`src/rtl/bcs_based_comparator_pkg.sv`:
```
// Shared constants for the bit-comparator-slice (BCS) magnitude comparator.
// Holds the chain-head seed values and a small helper for decoding a compare result.
package bcs_based_comparator_pkg;

   // Seed values fed into the MSB slice.
   // Operands start out "equal so far, not greater".
   localparam logic CHAIN_EQ_INIT = 1'b1;
   localparam logic CHAIN_GT_INIT = 1'b0;

   // Three-way outcome of an unsigned compare.
   typedef enum logic [1:0] {
      CMP_LT = 2'b00,
      CMP_EQ = 2'b01,
      CMP_GT = 2'b10,
      CMP_XX = 2'b11
   } cmp_res_e;

   // Map an (eq, gt) pair onto the three-way outcome.
   // Both-set is unreachable in a healthy chain and is reported as CMP_XX.
   function automatic cmp_res_e cmp_decode(input logic eq, input logic gt);
      cmp_res_e res;
      case ({gt, eq})
         2'b00:   res = CMP_LT;
         2'b01:   res = CMP_EQ;
         2'b10:   res = CMP_GT;
         default: res = CMP_XX;
      endcase
      return res;
   endfunction

endpackage

```
`src/rtl/bcs_based_comparator_slice.sv`:
```
// One bit comparator slice.
// It refines the running (eq, gt) verdict coming from the more significant bits
// using this bit pair. Pure combinational logic, built from continuous assigns.
module bcs_slice (
   input  logic eq_in,
   input  logic gt_in,
   input  logic a_i,
   input  logic b_i,
   output logic eq_out,
   output logic gt_out
);

   // Still equal only if every higher bit matched and this bit matches too.
   assign eq_out = eq_in & ~(a_i ^ b_i);

   // Greater once decided above.
   // Otherwise greater at the first differing bit where a has the 1.
   assign gt_out = gt_in | (eq_in & a_i & ~b_i);

endmodule

```
`src/rtl/bcs_based_comparator.sv`:
```
// Unsigned N-bit magnitude comparator built from a ripple chain of bcs_slice cells.
// The chain is scanned from MSB to LSB.
// EQ/GT are the raw combinational chain outputs.
// eq_q/gt_q are one-cycle registered copies for synchronous consumers.
module bcs_based_comparator
   import bcs_based_comparator_pkg::*;
#(
   parameter int N = 8
) (
   input  logic [N-1:0] a,
   input  logic [N-1:0] b,
   output logic         EQ,
   output logic         GT,
   input  logic         clk,
   input  logic         reset_n,
   output logic         eq_q,
   output logic         gt_q
);

   // Chain nodes: index N is the head seed, index 0 is the LSB slice output.
   logic [N:0] eq_chain_s;
   logic [N:0] gt_chain_s;
   logic       eq_d;
   logic       gt_d;

   assign eq_chain_s[N] = CHAIN_EQ_INIT;
   assign gt_chain_s[N] = CHAIN_GT_INIT;

   // Slice i consumes node i+1 and produces node i.
   // The ripple therefore runs MSB -> LSB.
   for (genvar i = N - 1; i >= 0; i--) begin : g_slice
      bcs_slice u_slice (
         .eq_in  (eq_chain_s[i+1]),
         .gt_in  (gt_chain_s[i+1]),
         .a_i    (a[i]),
         .b_i    (b[i]),
         .eq_out (eq_chain_s[i]),
         .gt_out (gt_chain_s[i])
      );
   end

   assign EQ = eq_chain_s[0];
   assign GT = gt_chain_s[0];

   // Next-state for the output flops is simply the settled chain verdict.
   always_comb begin
      eq_d = 1'b0;
      gt_d = 1'b0;
      if (reset_n) begin
         eq_d = EQ;
         gt_d = GT;
      end else begin
         eq_d = 1'b0;
         gt_d = 1'b0;
      end
   end

   // Output registers.
   // The asynchronous reset clears only these, never the combinational chain.
   always_ff @(posedge clk or negedge reset_n) begin
      if (!reset_n) begin
         eq_q <= 1'b0;
         gt_q <= 1'b0;
      end else begin
         eq_q <= eq_d;
         gt_q <= gt_d;
      end
   end

endmodule

```
`config.mk`:
```
export PLATFORM = sky130hd
export DESIGN_NAME = bcs_based_comparator
export DESIGN_NICKNAME = d
export VERILOG_FILES = /design/src/rtl/bcs_based_comparator_pkg.sv /design/src/rtl/bcs_based_comparator_slice.sv /design/src/rtl/bcs_based_comparator.sv
export SDC_FILE = /design/constraint.sdc
export NUM_CORES = 1
export LEC_CHECK = 0
export CORE_AREA = 2 2 39 41
export DETAILED_ROUTE_END_ITERATION = 10
export DIE_AREA = 0 0 41 43
export GPL_TIMING_DRIVEN = 0
export PLACE_DENSITY = 0.66
export SLEW_MARGIN = 10
export SYNTH_ARGS = -nofsm -noshare
export SYNTH_HDL_FRONTEND = slang
export SYNTH_SLANG_ARGS = --single-unit
```
`constraint.sdc`:
```
create_clock -name clk -period 2.8 [get_ports clk]
set_clock_uncertainty 0.2 [all_clocks]
set_input_delay 0.7 -clock clk [delete_from_list [all_inputs] [get_ports clk]]
set_output_delay 0.7 -clock clk [all_outputs]
set_load 0.02 [all_outputs]
```
* Yosys cells after proc, flatten, opt, wreduce, memory -nomap -nowiden
Cells that the tools add are included.
** Storage, ports and cells
- Bits in registers :: 2
- Latch bits :: 0
- Bits in writable memories :: 0
- ROM bits :: 0
- Input port bits :: 18
- Logic and storage cells :: 57
- Memories kept :: 0
** Cells by class
- Add/sub/neg operators :: 0
- Multiply operators :: 0
- Divide/modulo/power cells :: 0
- Order comparisons :: 0
- Equal/unequal tests :: 0
- Shifts and indexed selects :: 0
- Muxes and demuxes :: 2
- Bitwise logic cells :: 53
- Reductions and logical operators :: 0
** Operator list (count)
- bitwise AND 1 bit :: 22
- NOT 1 bit :: 16
- XOR 1 bit :: 8
- OR 1 bit :: 7
- two-way mux 1 bit :: 2

* Depth between registers and ports, before layout
- Depth in word-level cells :: 12
- Mapped depth :: 5
- Mapped depth without buffers :: 5

* By module
A second synthesis with hierarchy kept.
** Unflattened totals
- Cell total of the unflattened synthesis :: 38
- Area total of the unflattened synthesis :: 280.3 sq um
** By module, submodules not included
- bcs_slice :: times used 8, cells an instance 4, area each 26.3 sq um, seq. area each 0.0 sq um
- bcs_based_comparator :: times used 1, cells an instance 6, area each 70.1 sq um, seq. area each 50.0 sq um

* Worst setup path before layout
OpenSTA, ideal clock, no wires.
- Path kind :: input-to-output
- Start point :: in b[7]
- End point :: out EQ
- Arrival :: 1930 ps
- Required time :: 1900 ps
- Slack :: -30 ps
- Cell stages on the path :: 4
- Path buffers :: 0
- Path through :: inv_1 -> ha_1 -> and3_1 -> nor4b_1
** On the way
- Longest elaborated chain between the ends :: 9
** Ends and longest elaborated chain
- from (decl) :: RTL line bcs_based_comparator.sv:11 : input logic [N-1:0] b,
- XOR 1 bit :: RTL line bcs_based_comparator_slice.sv:14 : assign eq_out = eq_in & ~(a_i ^ b_i);
- NOT 1 bit :: RTL line bcs_based_comparator_slice.sv:14
- bitwise AND 1 bit (7 in a row) :: RTL line bcs_based_comparator_slice.sv:14
- to (decl) :: RTL line bcs_based_comparator.sv:12 : output logic EQ,
Every way passes these cells.

* Worst setup path after layout
- Start point :: in b[5]
- End point :: out GT
** On the way
- Longest elaborated chain between the ends :: 10
- Elaborated cells between the ends (all ways) :: 25
- Those cells by class :: 25 x bitwise
** Ends and longest elaborated chain
- XOR 1 bit :: RTL line bcs_based_comparator_slice.sv:14
- NOT 1 bit :: RTL line bcs_based_comparator_slice.sv:14
- bitwise AND 1 bit :: RTL line bcs_based_comparator_slice.sv:14
- bitwise AND 1 bit, on equally long branches (2 in a row) :: RTL line bcs_based_comparator_slice.sv:18, bcs_based_comparator_slice.sv:14
- OR 1 bit, or another cell as far along (2 in a row) :: RTL line bcs_based_comparator_slice.sv:18 : assign gt_out = gt_in | (eq_in & a_i & ~b_i);
- OR 1 bit / bitwise AND 1 bit (equally long branches) (2 in a row) :: RTL line bcs_based_comparator_slice.sv:18
- OR 1 bit * :: RTL line bcs_based_comparator_slice.sv:18
- to (decl) :: RTL line bcs_based_comparator.sv:13 : output logic GT,
Every way passes the cells marked *; elsewhere a longest branch is shown, timed or not.

==> impl_metrics.toml <==
[timing]
worstMarginPinSlew_ps = 243
setup_viol = 0
fmax_mhz = 363
worst_hold_slack_ps = 457
rsz0062_at_grt = "false"
finalCritPeriodShare_pct = 98.4
min_period_ps = 2750
maxSlewViolCount = 0
finalHoldViolCount = 0
relSlewSlack_pct = 83.7

[synth]
syn_avg_cell_area_um2 = 8.26
syn_area_um2 = 289
synth_area_leaders = "dfrtp_1 17%, xnor2_1 9.1%, nand2b_1 8.7%"
yosys.area.top_type_share_pct = 17.3
netlist_instances = 35
synth_warnings = 0
ys_ff_latch = 2
ys_seq_area_share_pct = 17.3
yosysUniqueCellTypes = 20
synth.net_count = 54
synth_top_area_cell = "dfrtp_1"

[route]
num_vias = 338
drt-initial-drc-count = 1
top_layer = "met4"
drc = 0
viasPerCell = 4.39
wl_met1_um = 260
detail-route-antenna-nets = 0
dr.pass1.iters = 2
wl_um = 747
dr_wl_met2_um = 399
wl_met3_um = 69
wl_per_cell_um = 9.70

[floorplanning]
initial_core_util_pct = 20.9
die_width_um = 41
ioPinCount = 22
core_um2 = 1380
dieArea_um2 = 1760
num_rows = 14
fp.dieH_um = 43

[clock_tree]
hold_buffers = 0
cts_buffers = 3
clockRootBuffer = "clkbuf_4"
clk_pin_slew_ps = 30
htreeDepth = 1
cts.sinks = 2
clockBufferDepth = 2
cts_tree = "built"

[power_and_ir_drop]
power_switching_uw = 52.5
max-vdd-ir-drop_mv = 0.114
p_leak_nw = 0.294
p_int_uw = 122
power_frac_comb_pct = 44.1
p_clk_share_pct = 38.3
power.total_uw = 175
swShare_pct = 30.0
pwr-share-seq_pct = 17.6
power.density_nw_per_um2 = 297

[place]
dpl.hpwl_um = 574
place.gp.congestion = 0.670
dpl_cell_area_um2 = 526
port_buffers = 21

[cells_and_area]
layout-drive-gt1-share_pct = 50.8
design_area_um2 = 589
area_growth_pct = 104
diodes = 0
n_fill_cell = 155
nets = 82

[min_path]
min_path_type = "primary input to asynchronous set/reset pin"

[critical_path]
arrival_ps = 1850
worst_setup_path_start_kind = "primary input"
cp_max_fo = 2
cp_data_required_time_ps = 1900
endpoint_kind = "primary output"
worstSetupPathType = "primary input to primary output"

[global_route]
grt_pass1_vias = 328
grt_pass1_wl_mm = 1.21
grt_max_degree = 5
grt_remaining_overflow = 0
grt_use_total_pct = 10.5
antenna_found_initial = 0

[outcome]
status = "completed"

[run]
cap_violations = 0
==> cell usage in the layout, fill, tap and decap left out, types with 2 or more instances in the layout <==
| cell type | Yosys | final |
|---|---|---|
| buf_2 | 0 | 6 |
| buf_4 | 0 | 2 |
| buf_6 | 0 | 2 |
| clkbuf_2 | 0 | 3 |
| clkbuf_4 | 0 | 3 |
| clkdlybuf4s50_1 | 0 | 3 |
| dfrtp_1 | 2 | 2 |
| dlygate4sd2_1 | 0 | 6 |
| inv_1 | 5 | 4 |
| nand2b_4 | 0 | 4 |
| nor2b_1 | 3 | 2 |
| o211ai_1 | 2 | 2 |
| xnor2_2 | 0 | 2 |
==> area by class of cell <==
class                           count  area (um2)  area share [%]
Multi-Input combinational cell     28         303            51.4
Timing Repair Buffer               23         175            29.7
Tap cell                           16        20.0            3.40
Clock buffer                        3        22.5            3.82
Inverter                            5        18.8            3.18
Sequential cell                     2        50.0            8.49
==> Yosys cell counts <==
master    number
xor2_1         1
a21oi_1        2
maj3_1         1
and2_1         1
a32oi_1        1
nor2b_1        3
o211ai_1       2
nand2_1        1
nor4b_1        1
nand3_1        2
inv_1          5
ha_1           1
or2b_2         1
and3_1         1
dfrtp_1        2
nand2b_1       4
or4_4          1
xnor2_1        3
nand4b_4       1
a31oi_1        1
==> power groups by stage <==
stage | Combinational (mW) | Clock, mW | Sequential (mW)
final | 0.0772 | 0.0670 | 0.0307
after CTS | 0.0758 | 0.0720 | 0.0307
after global routing | 0.0840 | 0.0741 | 0.0308
after detailed placement | 0.0692 | 0 | 0.0311
after floorplan | 0.0301 | 0 | 0.0327
after global placement | 0.0687 | 0 | 0.0309
==> sequential cells by signal, indices dropped and copies added (netlist names) <==
signal  cells
eq_q        1
gt_q        1
==> routing by layer <==
| metal | track usage (%) | up-vias |
|---|---|---|
| li1 | - | 174 |
| met1 | 9.84 | 148 |
| met2 | 16.6 | 14 |
| met3 | 3.14 | 2 |
| met4 | 10.0 | 0 |
| met5 | 0 | - |
==> cell families after synthesis <==
family,after synthesis,share of synthesized area [%]
DFF,2,17.3
xor gates and xnor gates,4,12.1
AOI/OAI and AO/OA,6,13.9
and+or+nand+nor,16,42.4
adders and majority gates,2,7.79
buffers and inverters,5,6.49
==> metrics by stage <==
step | util (%) | std cells | setup WS (ps) | setup TNS [ps]
after floorplan | - | 35 | 137 | 0
after global placement | 38.0 | 72 | -854 | -1500
after detailed placement | 38.0 | 72 | -855 | -1500
after CTS | 42.9 | 77 | 0.141 | 0
after global routing | 42.6 | 77 | 0.630 | 0
final | 42.6 | 77 | 45.2 | 0
==> timing repair <==
action                                  in CTS  in global routing
endpoints found under the setup margin       2                  1
pin swaps                                    6                  7
endpoints found under the hold margin        0                  0
buffers inserted                             2                  0
gates resized for setup                     55                 10
==> worst max-delay path, stage by stage <==
cell and delay, ps:
dlygate4sd2_1 270, xnor2_2 150, o211ai_1 100, or4_4 430
nand3_2 90, buf_6 110
==> worst paths after layout <==
check | from | endpoint | slack [ps] | depth (start not counted)
max in group asynchronous | reset_n | gt_q | 1790 | 1
worst max-delay path | b[5] | GT | 50 | 6
min in group clk | a[7] | gt_q | 750 | 4
worst min-delay path | reset_n | eq_q | 460 | 1
No activity file was read; power rests on OpenSTA's default activity.
